<file path="src/rtl/gc_filter_n_if.sv">
// Sensor/actuator bundle for gc_filter_n: control inputs from the front-end,
// filtered actuator, state and activation count back to the driver side.
interface gc_filter_n_if #(
  parameter int N     = 4,
  parameter int CNT_W = 8
);
  logic             Start;
  logic [N-1:0]     Sensor;
  logic             ClrCount;
  logic             Actuator;
  logic [1:0]       State;
  logic [CNT_W-1:0] Count;

  modport master (
    output Start, Sensor, ClrCount,
    input  Actuator, State, Count
  );

  modport slave (
    input  Start, Sensor, ClrCount,
    output Actuator, State, Count
  );
endinterface

</file>
<file path="src/rtl/gc_filter_n.sv">
// Threshold-voting C-element filter: N sensors plus a Start gate drive one
// actuator through abortable set/clear hold timers, with a saturating rise count.
module gc_filter_n #(
  parameter int N          = 4,
  parameter int SET_THRESH = 4,
  parameter int CLR_THRESH = 0,
  parameter int SET_DELAY  = 5,
  parameter int CLR_DELAY  = 5,
  parameter int CNT_W      = 8
) (
  input  logic          clk,
  input  logic          rst_n,
  gc_filter_n_if.slave  bus
);

  localparam int POP_W = $clog2(N + 1);
  localparam int MAX_D = (SET_DELAY > CLR_DELAY) ? SET_DELAY : CLR_DELAY;
  localparam int TMR_W = $clog2(MAX_D + 1);

  // Timer value on the edge that completes a countdown (timer+1 == DELAY).
  localparam logic [TMR_W-1:0] SET_LAST = TMR_W'(SET_DELAY - 1);
  localparam logic [TMR_W-1:0] CLR_LAST = TMR_W'(CLR_DELAY - 1);

  typedef enum logic [1:0] {
    LOW     = 2'd0,
    RISING  = 2'd1,
    HIGH    = 2'd2,
    FALLING = 2'd3
  } state_t;

  state_t           state;
  logic [TMR_W-1:0] timer;
  logic             actuator;
  logic [CNT_W-1:0] count;
  logic [POP_W-1:0] pop;
  logic             set_cond;
  logic             clr_cond;

  // NOTE: combinational accumulation uses blocking '=' with a default first,
  // so every path assigns pop and no latch is inferred.
  always_comb begin
    pop = '0;
    for (int i = 0; i < N; i++) begin
      pop = pop + POP_W'(bus.Sensor[i]);
    end
  end

  // Opposite Start polarities keep the two conditions mutually exclusive.
  assign set_cond =  bus.Start && (pop >= POP_W'(SET_THRESH));
  assign clr_cond = !bus.Start && (pop <= POP_W'(CLR_THRESH));

  function automatic logic [CNT_W-1:0] sat_inc(input logic [CNT_W-1:0] value);
    return (value == '1) ? value : value + 1'b1;
  endfunction

  // NOTE: sequential state uses non-blocking '<=' only; the later ClrCount
  // assignment deliberately overrides an increment made earlier in the block.
  always_ff @(posedge clk or negedge rst_n) begin
    if (!rst_n) begin
      state    <= LOW;
      timer    <= '0;
      actuator <= 1'b0;
      count    <= '0;
    end else begin
      unique case (state)
        LOW: begin
          if (set_cond && SET_DELAY == 1) begin
            state    <= HIGH;
            actuator <= 1'b1;
            count    <= sat_inc(count);
          end else if (set_cond) begin
            state <= RISING;
            timer <= TMR_W'(1);
          end
        end
        RISING: begin
          if (!set_cond) begin
            state <= LOW;
            timer <= '0;
          end else if (timer == SET_LAST) begin
            state    <= HIGH;
            timer    <= '0;
            actuator <= 1'b1;
            count    <= sat_inc(count);
          end else begin
            timer <= timer + 1'b1;
          end
        end
        HIGH: begin
          if (clr_cond && CLR_DELAY == 1) begin
            state    <= LOW;
            actuator <= 1'b0;
          end else if (clr_cond) begin
            state <= FALLING;
            timer <= TMR_W'(1);
          end
        end
        FALLING: begin
          if (!clr_cond) begin
            state <= HIGH;
            timer <= '0;
          end else if (timer == CLR_LAST) begin
            state    <= LOW;
            timer    <= '0;
            actuator <= 1'b0;
          end else begin
            timer <= timer + 1'b1;
          end
        end
        default: begin
          state    <= LOW;
          timer    <= '0;
          actuator <= 1'b0;
        end
      endcase

      if (bus.ClrCount) begin
        count <= '0;
      end
    end
  end

  assign bus.Actuator = actuator;
  assign bus.State    = state;
  assign bus.Count    = count;

endmodule

</file>
<file path="src/flat_wrapper.sv">
// flat-port wrapper written by rule: the top's interface ports become plain ports
module gc_filter_n_flat 
#(
  parameter int N          = 4,
  parameter int SET_THRESH = 4,
  parameter int CLR_THRESH = 0,
  parameter int SET_DELAY  = 5,
  parameter int CLR_DELAY  = 5,
  parameter int CNT_W      = 8
)
  (clk, rst_n, bus_Start, bus_Sensor, bus_ClrCount, bus_Actuator, bus_State, bus_Count);
  gc_filter_n_if #(.N(N), .CNT_W(CNT_W)) bus_i ();
  input  logic clk;
  input  logic rst_n;
  input wire logic [$bits(bus_i.Start)-1:0] bus_Start;
  input wire logic [$bits(bus_i.Sensor)-1:0] bus_Sensor;
  input wire logic [$bits(bus_i.ClrCount)-1:0] bus_ClrCount;
  output wire logic [$bits(bus_i.Actuator)-1:0] bus_Actuator;
  output wire logic [$bits(bus_i.State)-1:0] bus_State;
  output wire logic [$bits(bus_i.Count)-1:0] bus_Count;
  assign bus_i.Start = bus_Start;
  assign bus_i.Sensor = bus_Sensor;
  assign bus_i.ClrCount = bus_ClrCount;
  assign bus_Actuator = bus_i.Actuator;
  assign bus_State = bus_i.State;
  assign bus_Count = bus_i.Count;
  gc_filter_n #(.N(N), .SET_THRESH(SET_THRESH), .CLR_THRESH(CLR_THRESH), .SET_DELAY(SET_DELAY), .CLR_DELAY(CLR_DELAY), .CNT_W(CNT_W)) u_core (.clk(clk), .rst_n(rst_n), .bus(bus_i));
endmodule
</file>
<file path="config.mk">
export PLATFORM = sky130hd
export DESIGN_NAME = gc_filter_n_flat
export DESIGN_NICKNAME = d
export VERILOG_FILES = /design/src/rtl/gc_filter_n_if.sv /design/src/rtl/gc_filter_n.sv /design/src/flat_wrapper.sv
export SDC_FILE = /design/constraint.sdc
export NUM_CORES = 1
export LEC_CHECK = 0
export CELL_PAD_IN_SITES_DETAIL_PLACEMENT = 1
export CELL_PAD_IN_SITES_GLOBAL_PLACEMENT = 1
export CORE_MARGIN = 2
export CORE_UTILIZATION = 39
export CTS_CLUSTER_DIAMETER = 60
export DETAILED_ROUTE_END_ITERATION = 10
export GPL_TIMING_DRIVEN = 0
export HOLD_SLACK_MARGIN = 0.15
export PLACE_DENSITY = 0.89
export REMOVE_ABC_BUFFERS = 1
export SLEW_MARGIN = 20
export SYNTH_ARGS = -nofsm -noshare
export SYNTH_HDL_FRONTEND = slang
export SYNTH_SLANG_ARGS = --single-unit
</file>
<file path="constraint.sdc">
create_clock -name clk -period 4.3 [get_ports clk]
set_input_delay 0.645 -clock clk [delete_from_list [all_inputs] [get_ports clk]]
set_output_delay 0.645 -clock clk [all_outputs]
set_load 0.05 [all_outputs]
</file>
==> out/summary.txt <==
number of antenna diodes = 0
global-route usage over all layers = 19.9%
Placer Congestion = 0.695
clock slew seen by the registers of the worst setup and hold paths = 0.08 ns
slew at the pin closest to its max-slew limit = 0.690 ns
worst ir drop on vdd = 185 uV
floorplan die area = 2530 um^2
TritonCTS clock tree = built
number of global-route vias before repair = 811
final max-slew violation count = 0
share of final-layout standard cells stronger than drive strength 1 = 6.67%
Post-DP Area = 1040 um^2
number of vias per cell = 5.82
GRT overflow = 0
unrepaired setup endpoints after global routing = no
unique cell type count in the Yosys netlist = 34
initial detailed-routing violation count = 10
number of enable-type register cells in the synthesized netlist = 0
headroom to the max-slew limit = 53.7%
cell area after technology mapping = 837 um^2
Critical Path Source Type = primary input
cell seen most often among critical-path stages = sky130_fd_sc_hd__ha_1
clock latency reported for the late side of the worst-skew pair = 0.30 ns
worst-case clock buffer depth = 2
H-tree level count = 1
sequential-to-total area share from yosys stat = 41.9%
wire length reported by the detailed router = 2.24 mm
final std cell area, no fill = 1060 um^2
Hold WS = 0.490 ns
endpoint arrival time on the critical path = 3.06 ns
critical path class = primary input to register
wire per inst = 17.0 um
fin cells = 132
Largest stage delay, worst path = 0.41 ns
time the worst path needs with I/O delays and setup = 2.87 ns
Static Leakage = 0.000445 uW
number of setup buffers added after CTS = 0
Setup TNS = 0 ns
ys flop type = sky130_fd_sc_hd__dfrtp_1
post-cts gate resize count = 0
P per Cell Area = 244 nW/um^2
number of antenna violations at the first check in global routing = 0
Root Driver = sky130_fd_sc_hd__clkbuf_4
count of endpoints failing setup in the final report = 0
half-perimeter wire length of the detailed placement result = 1.64 mm
instance count of the mapped netlist = 86
largest net degree at the start of global routing = 15
global-route wire length before repair = 3.76 mm
Post-Route Utilization = 52.9%
Cell Rows = 16
number of port buffers = 18
number of buffers added by the clock tree synthesis step = 3
final hold violation count = 0
Die Span X = 50.3 um
signed area change from the synthesized netlist to the final layout = 26.5%
floorplan die height = 50.3 um
chain of cells forming the critical path = clkdlybuf4s50_1, ha_1, fa_1, ha_1, or3_1, o21bai_1, nand4_1, o311ai_0
worst clock skew on the final layout = 0.00832 ns
type of element capturing the critical path = register
antenna-violating nets left = 0
DRC Markers = 0
maximum clock frequency = 348 MHz
average footprint of a synthesized cell = 9.73 um^2
final critical-path share of the clock period = 66.8%
count of state elements after synthesis = 14
worst hold path class = register to register
maxcap violations = 0
hold buffer count at CTS = 0
Placeable Area = 2000 um^2
DRT Pass-1 Iters = 4
vias after detailed routing = 768
ports placed on the boundary = 19
worst-path cell with the longest stage delay = sky130_fd_sc_hd__clkdlybuf4s50_1
initial standard-cell utilization of the core = 41.8%
clock sink count = 14
Worst EP required = 4.48 ns
Ys Warns = 0
async set-reset flop share out of synthesis = 100%
largest fanout on the critical path = 6
final net count = 122
status = finished, final reports clean
placed insts = 129
[cells by family (layout without fill, tap and decap cells)]
group                    count (synthesis)  in the layout  share of synthesized area (%)
multiplexers                             2              2                           2.54
AND/OR/NAND/NOR                         36             36                           25.1
adder cells (fa/ha/maj)                  7              7                           11.4
flip-flops                              14             14                           41.9
buffers and inverters                    8             27                           4.48
AO/OA/AOI/OAI                           19             19                           14.7
[cells in the final DEF, fill, tap and decap left out, drive strengths merged, types with 2 or more instances in the layout]
| master | count |
|---|---|
| clkdlybuf4s50 | 18 |
| dfrtp | 14 |
| inv | 6 |
| nor2 | 6 |
| a21oi | 6 |
| ha | 6 |
| nand2 | 6 |
| nand4 | 5 |
| nand3 | 3 |
| nor3 | 3 |
| or4 | 3 |
| o21ai | 3 |
| clkbuf | 3 |
| or3 | 2 |
| o41ai | 2 |
| o31ai | 2 |
| and2 | 2 |
[critical path, delay by kind of cell]
family / cells / cell delay, ns
fa+ha+maj: 3 / 0.98
simple gates: 2 / 0.56
compound gates: 2 / 0.46
buf+inv: 1 / 0.41
[routing by layer]
layer	part of all wire, %	GRT usage, %	vias up
li1	-	-	360
met1	41	22.0	391
met2	54	37.7	15
met3	2.8	3.57	2
met4	1.3	6.76	0
met5	0	0	-
[power breakdown]
| group | internal [uW] | total [uW] | switching (uW) |
|---|---|---|---|
| Clock | 32.7 | 80.0 | 47.3 |
| Combinational | 17.1 | 39.2 | 22.1 |
| Sequential | 136 | 139 | 2.74 |
| Total | 186 | 258 | 72.2 |
[final cells by class]
class,count,area (um^2)
Clock buffer,3,22.5
Fill cell,234,943
Inverter,6,22.5
Multi-Input combinational cell,64,449
Sequential cell,14,350
Tap cell,27,33.8
Timing Repair Buffer,18,180
[final timing paths]
path,from,endpoint,slack (ns),cells past startpoint
worst max-delay path,bus_Sensor[0],u_core.timer[2],1.43,8
worst min-delay path,u_core.bus.Actuator,u_core.bus.Actuator,0.49,1
worst max register to register,u_core.timer[0],u_core.bus.Count[5],2.22,6
worst min register to register,u_core.bus.Actuator,u_core.bus.Actuator,0.49,1
max in group asynchronous,rst_n,u_core.bus.Count[0],3.13,1
min in group asynchronous,rst_n,u_core.bus.State[0],0.74,1
[per-stage QoR]
step	power, uW	worst slack [ns]
final	258	1.43
after global routing	271	1.26
after CTS	260	1.43
after detailed placement	181	1.12
after global placement	178	1.19
after floorplan	163	1.71
[synthesized netlist by cell type (2+ instances only)]
master | instances | area share, %
sky130_fd_sc_hd__o31ai_1 | 2 | 1.8
sky130_fd_sc_hd__nand4_1 | 5 | 3.7
sky130_fd_sc_hd__inv_1 | 6 | 2.7
sky130_fd_sc_hd__nor3_1 | 3 | 1.8
sky130_fd_sc_hd__dfrtp_1 | 14 | 42
sky130_fd_sc_hd__nand2_1 | 5 | 2.2
sky130_fd_sc_hd__nor2_1 | 6 | 2.7
sky130_fd_sc_hd__a21oi_1 | 6 | 3.6
sky130_fd_sc_hd__or4_1 | 3 | 2.7
sky130_fd_sc_hd__or3_1 | 2 | 1.5
sky130_fd_sc_hd__o21ai_0 | 3 | 1.8
sky130_fd_sc_hd__o41ai_1 | 2 | 2.1
sky130_fd_sc_hd__ha_1 | 6 | 9.0
sky130_fd_sc_hd__nand3_1 | 3 | 1.8
[sequential cells by signal (all words and copies together), names as in the netlist]
register,count
u_core.bus.State,2
u_core.bus.Actuator,1
u_core.timer,3
u_core.bus.Count,8
(Power assumes the default switching activity.)
